`src/rtl/booth_operand_sequencer.sv`:
```
// booth_operand_sequencer
// Buffers signed operand pairs in a small FIFO and feeds them one at a time
// to a 16-bit sequential Booth multiplier over its shared load bus
// (start / multiplicand / multiplier). It then waits for done, captures the
// product and hands it downstream over a valid/ready port.
// Optional feature: define BOOTH_SEQ_TIMEOUT_EN to bound the wait for mul_done
// to TIMEOUT cycles. A timeout reports out_err=1 with a zero product.

package booth_operand_sequencer_pkg;

    localparam int unsigned OP_W   = 16;
    localparam int unsigned PROD_W = 32;
    localparam int unsigned WCNT_W = 6;

    // One buffered operand pair
    typedef struct packed {
        logic [OP_W-1:0] a;
        logic [OP_W-1:0] b;
    } operand_pair_t;

    typedef enum logic [2:0] {
        ST_IDLE  = 3'd0,
        ST_START = 3'd1,
        ST_LD_M  = 3'd2,
        ST_LD_Q  = 3'd3,
        ST_WAIT  = 3'd4,
        ST_RESP  = 3'd5,
        ST_CLR   = 3'd6
    } seq_state_t;

endpackage

module booth_operand_sequencer
    import booth_operand_sequencer_pkg::*;
#(
    parameter int unsigned DEPTH   = 2,
    parameter int unsigned TIMEOUT = 40
) (
    input  logic              clk,
    input  logic              rst_n,
    // operand stream
    input  logic              in_valid,
    output logic              in_ready,
    input  logic [OP_W-1:0]   in_a,
    input  logic [OP_W-1:0]   in_b,
    // product stream
    output logic              out_valid,
    input  logic              out_ready,
    output logic [PROD_W-1:0] out_product,
    output logic              out_err,
    // multiplier side
    output logic              mul_start,
    output logic [OP_W-1:0]   mul_data,
    input  logic              mul_done,
    input  logic [PROD_W-1:0] mul_product,
    output logic              mul_clr
);

    localparam int unsigned AW = $clog2(DEPTH);
    localparam int unsigned PW = AW + 1;

    // Reject configurations the FIFO and wait counter cannot represent
    if ((DEPTH < 2) || (DEPTH > 8) || ((DEPTH & (DEPTH - 1)) != 0)) begin : g_bad_depth
        $error("booth_operand_sequencer: DEPTH must be a power of two in 2..8");
    end
    if ((TIMEOUT < 1) || (TIMEOUT > ((2 ** WCNT_W) - 1))) begin : g_bad_timeout
        $error("booth_operand_sequencer: TIMEOUT must fit the 6-bit wait counter");
    end

    // ------------------------------------------------------------------
    // Declarations
    // ------------------------------------------------------------------
    seq_state_t        r_state;
    seq_state_t        w_state_nxt;

    operand_pair_t     r_mem [DEPTH];
    logic [PW-1:0]     r_wr_ptr;
    logic [PW-1:0]     r_rd_ptr;
    logic [PW-1:0]     w_wr_ptr_nxt;
    logic [PW-1:0]     w_rd_ptr_nxt;
    logic              r_in_ready;
    logic              w_push;
    logic              w_pop;
    logic              w_empty;
    logic              w_full_nxt;
    operand_pair_t     w_head;
    operand_pair_t     w_in_pair;

    operand_pair_t     r_op;

    logic              w_timeout;

    logic              r_mul_start;
    logic              r_mul_clr;
    logic [OP_W-1:0]   r_mul_data;
    logic              r_out_valid;
    logic [PROD_W-1:0] r_out_product;
    logic              r_out_err;

    logic              w_mul_start_nxt;
    logic              w_mul_clr_nxt;
    logic [OP_W-1:0]   w_mul_data_nxt;
    logic              w_out_valid_nxt;
    logic [PROD_W-1:0] w_out_product_nxt;
    logic              w_out_err_nxt;

    // ------------------------------------------------------------------
    // Operand FIFO
    // ------------------------------------------------------------------
    assign w_in_pair    = '{a: in_a, b: in_b};
    assign w_push       = in_valid && r_in_ready;
    assign w_empty      = (r_wr_ptr == r_rd_ptr);
    assign w_pop        = (r_state == ST_IDLE) && !w_empty && !r_out_valid;
    assign w_head       = r_mem[r_rd_ptr[AW-1:0]];
    assign w_wr_ptr_nxt = r_wr_ptr + PW'(w_push);
    assign w_rd_ptr_nxt = r_rd_ptr + PW'(w_pop);

    // Full when the lap bits differ and the index bits match
    assign w_full_nxt = (w_wr_ptr_nxt[AW] != w_rd_ptr_nxt[AW]) &&
                        (w_wr_ptr_nxt[AW-1:0] == w_rd_ptr_nxt[AW-1:0]);

    // Pointer update; in_ready tracks the occupancy the pointers will hold
    always_ff @(posedge clk or negedge rst_n) begin
        if (!rst_n) begin
            r_wr_ptr   <= '0;
            r_rd_ptr   <= '0;
            r_in_ready <= 1'b1;
        end else begin
            r_wr_ptr   <= w_wr_ptr_nxt;
            r_rd_ptr   <= w_rd_ptr_nxt;
            r_in_ready <= !w_full_nxt;
        end
    end

    // FIFO storage write
    always_ff @(posedge clk or negedge rst_n) begin
        if (!rst_n) begin
            for (int i = 0; i < int'(DEPTH); i++) begin
                r_mem[i] <= '0;
            end
        end else if (w_push) begin
            r_mem[r_wr_ptr[AW-1:0]] <= w_in_pair;
        end
    end

    // Latch the head pair as the FSM leaves IDLE
    always_ff @(posedge clk or negedge rst_n) begin
        if (!rst_n) begin
            r_op <= '0;
        end else if (w_pop) begin
            r_op <= w_head;
        end
    end

    // ------------------------------------------------------------------
    // Optional bounded wait for mul_done
    // ------------------------------------------------------------------
`ifdef BOOTH_SEQ_TIMEOUT_EN
    logic [WCNT_W-1:0] r_wait_cnt;

    // Counts WAIT cycles; zero on the first WAIT cycle
    always_ff @(posedge clk or negedge rst_n) begin
        if (!rst_n) begin
            r_wait_cnt <= '0;
        end else if (r_state != ST_WAIT) begin
            r_wait_cnt <= '0;
        end else begin
            r_wait_cnt <= r_wait_cnt + WCNT_W'(1);
        end
    end

    // Fires on the WAIT cycle whose edge brings the count to TIMEOUT
    assign w_timeout = (r_state == ST_WAIT) && !mul_done &&
                       (r_wait_cnt == WCNT_W'(TIMEOUT - 1));
`else
    assign w_timeout = 1'b0;
`endif

    // ------------------------------------------------------------------
    // Sequencer FSM
    // ------------------------------------------------------------------

    // State register
    always_ff @(posedge clk or negedge rst_n) begin
        if (!rst_n) begin
            r_state <= ST_IDLE;
        end else begin
            r_state <= w_state_nxt;
        end
    end

    // Next-state decode
    always_comb begin
        w_state_nxt = r_state;
        case (r_state)
            ST_IDLE: begin
                if (w_pop) begin
                    w_state_nxt = ST_START;
                end
            end
            ST_START: w_state_nxt = ST_LD_M;
            ST_LD_M:  w_state_nxt = ST_LD_Q;
            ST_LD_Q:  w_state_nxt = ST_WAIT;
            ST_WAIT: begin
                if (mul_done || w_timeout) begin
                    w_state_nxt = ST_CLR;
                end
            end
            ST_CLR:   w_state_nxt = ST_RESP;
            ST_RESP: begin
                if (r_out_valid && out_ready) begin
                    w_state_nxt = ST_IDLE;
                end
            end
            default:  w_state_nxt = ST_IDLE;
        endcase
    end

    // Output decode: bus/strobe values for the state being entered,
    // result capture for the state being left
    always_comb begin
        w_mul_start_nxt   = 1'b0;
        w_mul_clr_nxt     = 1'b0;
        w_mul_data_nxt    = '0;
        w_out_valid_nxt   = r_out_valid;
        w_out_product_nxt = r_out_product;
        w_out_err_nxt     = r_out_err;

        case (w_state_nxt)
            ST_START: w_mul_start_nxt = 1'b1;
            ST_LD_M:  w_mul_data_nxt  = r_op.a;
            ST_LD_Q:  w_mul_data_nxt  = r_op.b;
            ST_CLR:   w_mul_clr_nxt   = 1'b1;
            default:  ;
        endcase

        case (r_state)
            ST_WAIT: begin
                if (mul_done) begin
                    w_out_product_nxt = mul_product;
                end else if (w_timeout) begin
                    w_out_product_nxt = '0;
                    w_out_err_nxt     = 1'b1;
                end
            end
            ST_CLR: begin
                w_out_valid_nxt = 1'b1;
            end
            ST_RESP: begin
                if (r_out_valid && out_ready) begin
                    w_out_valid_nxt = 1'b0;
                    w_out_err_nxt   = 1'b0;
                end
            end
            default: ;
        endcase
    end

    // Output registers
    always_ff @(posedge clk or negedge rst_n) begin
        if (!rst_n) begin
            r_mul_start   <= 1'b0;
            r_mul_clr     <= 1'b0;
            r_mul_data    <= '0;
            r_out_valid   <= 1'b0;
            r_out_product <= '0;
            r_out_err     <= 1'b0;
        end else begin
            r_mul_start   <= w_mul_start_nxt;
            r_mul_clr     <= w_mul_clr_nxt;
            r_mul_data    <= w_mul_data_nxt;
            r_out_valid   <= w_out_valid_nxt;
            r_out_product <= w_out_product_nxt;
            r_out_err     <= w_out_err_nxt;
        end
    end

    assign in_ready    = r_in_ready;
    assign out_valid   = r_out_valid;
    assign out_product = r_out_product;
    assign out_err     = r_out_err;
    assign mul_start   = r_mul_start;
    assign mul_data    = r_mul_data;
    assign mul_clr     = r_mul_clr;

endmodule

```
`config.mk`:
```
export PLATFORM = sky130hd
export DESIGN_NAME = booth_operand_sequencer
export DESIGN_NICKNAME = d
export VERILOG_FILES = /design/src/rtl/booth_operand_sequencer.sv
export SDC_FILE = /design/constraint.sdc
export NUM_CORES = 1
export LEC_CHECK = 0
export CORE_ASPECT_RATIO = 0.6
export CORE_UTILIZATION = 25
export DETAILED_ROUTE_END_ITERATION = 12
export GPL_TIMING_DRIVEN = 0
export PLACE_DENSITY = 0.53
export SYNTH_ARGS = -nofsm -noshare
export SYNTH_HDL_FRONTEND = slang
export SYNTH_SLANG_ARGS = --single-unit
export TNS_END_PERCENT = 100
```
`constraint.sdc`:
```
create_clock -name clk -period 2.7 [get_ports clk]
set_clock_uncertainty 0.2 [all_clocks]
set_input_delay 0.27 -clock clk [delete_from_list [all_inputs] [get_ports clk]]
set_output_delay 0.27 -clock clk [all_outputs]
set_load 0.005 [all_outputs]
```
# Word-level counts from Yosys, hierarchy flattened

Index checks and enable logic that the tools add are counted.

Muxes and demuxes: 15
Bitwise operators: 2
Shift-type cells: 0
Divide/modulo/power cells: 0
$mul: 0
Equal/unequal tests: 14
Reduce and logical (&&, ||, !) cells: 13
Magnitude comparators: 3
$add $sub $neg: 2

Operators by type and width:

| kind                                                     | number |
|---|---|
| 2-to-1 mux 32 bit                                        | 4 |
| bitwise mux 64 bit                                       | 1 |
| demux 32 bit (select 1 bit)                              | 1 |
| one-hot mux 16 bit (2 select lines)                      | 1 |
| one-hot mux 3 bit (7 select lines)                       | 1 |
| equality test 3 x 2 -> 1 bit, second input constant      | 4 |
| equality test 3 bit, second input constant               | 4 |
| 2-to-1 mux 3 bit                                         | 3 |
| equality test 3 x 1 -> 1 bit, second input constant      | 2 |
| logical AND 1 bit                                        | 6 |
| adder 2 x 1 -> 2 bit                                     | 2 |
| greater-or-equal comparator 2 bit, second input constant | 2 |
| inverter 1 -> 2 bit                                      | 2 |
| AND reduction 2 bit                                      | 2 |
| zero test 1 bit                                          | 3 |
| zero test 3 bit                                          | 1 |
| 2-to-1 mux 1 bit                                         | 3 |
| equality test 2 bit                                      | 1 |
| < comparator 2 x 1 -> 1 bit, second input constant       | 1 |
| != test 2 bit, second input constant                     | 1 |
| one-hot mux 1 bit (2 select lines)                       | 1 |
| nonzero test 2 bit                                       | 1 |
| equality test 1 bit                                      | 1 |
| != test 1 bit                                            | 1 |

Memories: 0
Flip-flop bits (word level): 155
Output and inout port bits: 53
Memory bits (writable): 0
Word-level logic and storage cells: 64
Bits in read-only memories: 0
Bits in latches: 0
Input port bits: 69

# Longest topological paths before layout

Depth in word-level cells: 8
Gate-level depth with buffers: 10
Mapped depth without buffers: 7

# Least setup slack after synthesis

OpenSTA, ideal clock, no wires.

Path type: reg2reg
Start: register r_rd_ptr[0]
End: register r_in_ready (netlist: in_ready)
Data required time: 2,420 ps
Setup slack: 619 ps
Clock period less this slack: 2,081 ps
Library setup time: 80 ps
Cell stages (with the launch flop): 11
Arrival time: 1,802 ps
Path buffers: 3
Path through: dfrtp_1 -> buf_2 -> xor2_1 -> o21ai_1 -> buf_2 -> buf_2 -> inv_1 -> ha_1 -> xor2_1 -> xnor2_1 -> nand2b_1

Cells in the longest elaborated chain, start to end: 8
Elaborated cells on any way between the ends: 9
Classes of those cells: add/sub (1); eq/ne (3); reduce/logical (5)

RTL lines:

| element                         | RTL line | text |
|---|---|---|
| from (decl)                     | 78       | `logic [PW-1:0] r_rd_ptr;` |
| from (signal assigned)          | 130      | `r_rd_ptr <= w_rd_ptr_nxt;` |
| equality test 2 bit             | 112      | `assign w_empty = (r_wr_ptr == r_rd_ptr);` |
| zero test 1 bit                 | 113      | `assign w_pop = (r_state == ST_IDLE) && !w_empty && !r_out_valid;` |
| logical AND 1 bit (2 in series) | 113      |  |
| via w_pop                       | 83       | `logic w_pop;` |
| adder 2 x 1 -> 2 bit            | 116      | `assign w_rd_ptr_nxt = r_rd_ptr + PW'(w_pop);` |
| via w_rd_ptr_nxt[1]             | 80       | `logic [PW-1:0] w_rd_ptr_nxt;` |
| != test 1 bit                   | 119      | `assign w_full_nxt = (w_wr_ptr_nxt[AW] != w_rd_ptr_nxt[AW]) &&` |
| logical AND 1 bit               | 119      |  |
| zero test 1 bit                 | 131      | `r_in_ready <= !w_full_nxt;` |
| to (signal assigned)            | 131      |  |
| to (decl)                       | 81       | `logic r_in_ready;` |

The timed path passes the listed nets, and every way through them passes these cells.
A chain may end at the register's enable or synchronous reset.

# Worst setup path after layout

Same ends and word-level chain as after synthesis.

==> results.sh <==
export IMPL_numCtsBuffers=17
export IMPL_rsz0062_at_grt="false"
export IMPL_num_fill_cells=2405
export IMPL_crit_start="r_rd_ptr[0]"
export IMPL_worstPathMaxFanout=10
export IMPL_drive_gt1_share_pct=27.5
export IMPL_max_slew_worst_pin_slew_ps=850
export IMPL_power_density_mw_per_mm2=803
export IMPL_clk_latency_ps=430
export IMPL_critPathTopFamily="buffers and inverters"
export IMPL_slowest_delay_ps=380
export IMPL_fin_nets=677
export IMPL_dp_hpwl_um=11100
export IMPL_required_ps=2870
export IMPL_fin_crit_ps=2550
export IMPL_yosys_top_cells_area="dfrtp_1 61%, mux2_2 17%, mux2i_1 5.1%"
export IMPL_timing_hold_violations_final=0
export IMPL_cts_max_path_buffers=2
export IMPL_post_cts_buffers=0
export IMPL_dp_cells=907
export IMPL_p_leak_nw=3.67
export IMPL_arrival_ps=2720
export IMPL_antennaDiodeCount=0
export IMPL_critPathCapture="in_ready"
export IMPL_setup_viol=0
export IMPL_postSynthCellCount=464
export IMPL_initial_core_util_pct=25.7
export IMPL_fmax_mhz=392
export IMPL_path_cells="buf_2, xor2_1, o21ai_1, buf_2, buf_2, inv_1, ha_1, xor2_1, xnor2_1, nand2b_1"
export IMPL_synth_area_sq_mm=0.00628
export IMPL_cap_violations=0
export IMPL_clock_sinks=155
export IMPL_ys_ff_latch=155
export IMPL_io_pins=122
export IMPL_numPortBuffers=120
export IMPL_clk_pin_slew_ps=70
export IMPL_antenna_found_initial=0
export IMPL_h_tree_depth=4
export IMPL_grt_pass1_wl_um=23900
export IMPL_fp_dieH_um=125
export IMPL_grt_usage_pct=12.4
export IMPL_critPathBufInv=4
export IMPL_start_kind="flip-flop"
export IMPL_grt_ovfl_total=0
export IMPL_vdd_drop_max_uv=356
export IMPL_cts_root_buffer="clkbuf_16"
export IMPL_cp_num_cells=10
export IMPL_worstSetupPathType="flip-flop to flip-flop"
export IMPL_final_core_util_pct=35.0
export IMPL_vias_per_cell=4.28
export IMPL_slew_limit_headroom_pct=43.4
export IMPL_cts_resized=0
export IMPL_rows=44
export IMPL_timing_rr_end="in_ready"
export IMPL_rr_worst_depth=10
export IMPL_worstSetupEndpointType="flip-flop"
export IMPL_ys_seq_area_share_pct=61.7
export IMPL_synth_top_cell_by_area="dfrtp_1"
export IMPL_path_common_cell="buf_2"
export IMPL_grt_pass1_vias=4285
export IMPL_slowest_stage="dfrtp_1"
export IMPL_drt_initial_drc_count=194
export IMPL_syn_num_nets=536
export IMPL_cts_tree="yes"
export IMPL_routed_wl_um=15000
export IMPL_grt_max_degree=91
export IMPL_vias=4024
export IMPL_finalNonFillerCells=940
export IMPL_tns_ps=0
export IMPL_netlist_area_leader_share_pct=61.3
export IMPL_core_sq_mm=0.0244
export IMPL_drt_pass1_iter_count=9
export IMPL_r2r_start="r_rd_ptr[0]"
export IMPL_reg2reg_setup_slack_ps=150
export IMPL_yosys_warnings=0
export IMPL_wl_per_cell_um=16.0
export IMPL_report_final_slew_viol_count=0
export IMPL_status="finished with violations"
export IMPL_yosysUniqueCellTypes=30
export IMPL_totalPowerFinal_mw=6.87
export IMPL_antenna_left=0
export IMPL_violations="DRC"
export IMPL_die_area_sq_mm=0.0258
export IMPL_syn2layout_area_growth_pct=36.0
export IMPL_fin_crit_sh_pct=94.4
export IMPL_place_gp_congestion=0.826
export IMPL_worst_hold_path_type="primary input to flip-flop"
export IMPL_die_x_um=207
export IMPL_drc=14
export IMPL_avgSynthCellArea_sq_um=13.5
==> Yosys cell counts (all sizes together) <==
| library cell | instances |
|---|---|
| or2 | 1 |
| and2 | 2 |
| ha | 3 |
| inv | 6 |
| clkbuf | 5 |
| xor2 | 5 |
| a21oi | 3 |
| nand3 | 1 |
| xnor2 | 2 |
| buf | 30 |
| o21ai | 49 |
| conb | 1 |
| mux2i | 32 |
| and4bb | 1 |
| a21o | 1 |
| a31oi | 1 |
| a2bb2oi | 1 |
| dfrtp | 154 |
| nand2 | 49 |
| dfstp | 1 |
| nor4 | 1 |
| nor2 | 2 |
| nand4 | 16 |
| mux2 | 96 |
| nand2b | 1 |
==> logic make-up (layout without fill, tap and decap cells) <==
logic type               count (synthesis)  after routing  share of synthesized area, %
other                                    1              1                        0.0597
AO/OA/AOI/OAI                           55             55                          5.14
XOR/XNOR                                 7              7                         0.976
AND/OR/NAND/NOR                         74             74                          5.46
adder cells (fa/ha/maj)                  3              3                         0.597
flip-flops                             155            155                          61.7
multiplexers                           128            128                          22.3
buffers and inverters                   41            195                          3.72
==> how the worst min path moves through the flow <==
stage | depth (start not counted) | slack [ps] | from | to
after detailed placement | 1 | 210 | rst_n | out_product[11]
final | 2 | 260 | mul_product[27] | out_product[27]
after CTS | 2 | 240 | mul_product[27] | out_product[27]
after global routing | 2 | 250 | mul_product[11] | out_product[11]
after global placement | 2 | 260 | r_op[15] | r_op[15]
after floorplan | 0 | -230 | rst_n | mul_clr
==> per-layer routing <==
| layer | GRT usage, % | up-vias | share of wire (%) |
|---|---|---|---|
| li1 | - | 1894 | - |
| met3 | 3.90 | 14 | 7.5 |
| met4 | 4.20 | 0 | 1.1 |
| met5 | 0 | - | 0 |
| met2 | 17.3 | 106 | 42 |
| met1 | 17.9 | 2010 | 49 |
==> layout by cell type (no fill, tap or decap), types with 2 or more instances in the layout <==
master / netlist / routed
dfrtp_1: 154 / 154
clkdlybuf4s50_1: 0 / 119
mux2_2: 96 / 96
nand2_1: 49 / 49
o21ai_0: 39 / 39
mux2i_1: 32 / 32
buf_2: 22 / 22
clkbuf_16: 0 / 17
nand4_1: 16 / 16
clkbuf_1: 5 / 9
o21ai_2: 9 / 9
buf_6: 6 / 7
inv_1: 6 / 6
xor2_1: 5 / 5
bufinv_16: 0 / 4
a21oi_1: 3 / 3
ha_1: 3 / 3
clkinvlp_4: 0 / 3
buf_4: 2 / 2
xnor2_1: 2 / 2
nor2_1: 2 / 2
==> state kept, by name, indices dropped and copies added (netlist names) <==
register and count:
mul_clr 1, r_op 32, mul_start 1, mul_data 16, r_rd_ptr 2, r_wr_ptr 2
in_ready 1, out_valid 1, out_product 32, r_mem 64, r_state 3
==> power by group <==
group | switching [mW] | leakage [nW] | internal (mW) | total, mW
clock | 0.981 | 0.291 | 1.57 | 2.56
combinational | 0.479 | 1.37 | 0.725 | 1.20
sequential | 0.259 | 2.01 | 2.85 | 3.11
==> final cells by class <==
cell class	instances	area (sq um)	share of cell area [%]
sequential	155	3880	45.4
multi-input combinational	268	2170	25.4
clock inverter	10	165	1.93
tap	322	403	4.71
clock buffer	22	454	5.31
buffer	35	211	2.47
timing repair buffer	122	1240	14.5
inverter	6	22.5	0.264
==> what timing repair did <==
item,in CTS,in global routing
endpoints found under the setup margin,0,0
hold buffers,1,0
endpoints found under the hold margin,88,0
==> worst register-to-register path, cell delays in order (launching register included) <==
cell	delay [ps]
dfrtp_1	380
buf_2	190
xor2_1	170
o21ai_1	300
buf_2	260
buf_2	260
inv_1	70
ha_1	180
xor2_1	210
xnor2_1	140
nand2b_1	120
==> stage by stage <==
| stage | hold WS, ps | setup slack, ps | instance area [sq um] |
|---|---|---|---|
| 3_3_place_gp | 265 | -4850 | 7890 |
| 5_1_grt | 245 | 5.49 | 8550 |
| 4_1_cts | 236 | 165 | 8550 |
| 6_report | 256 | 150 | 8550 |
| 2_1_floorplan | -226 | 619 | 6280 |
| 3_5_place_dp | 210 | 197 | 7920 |
Note: power is estimated with default switching activity, not from simulation.
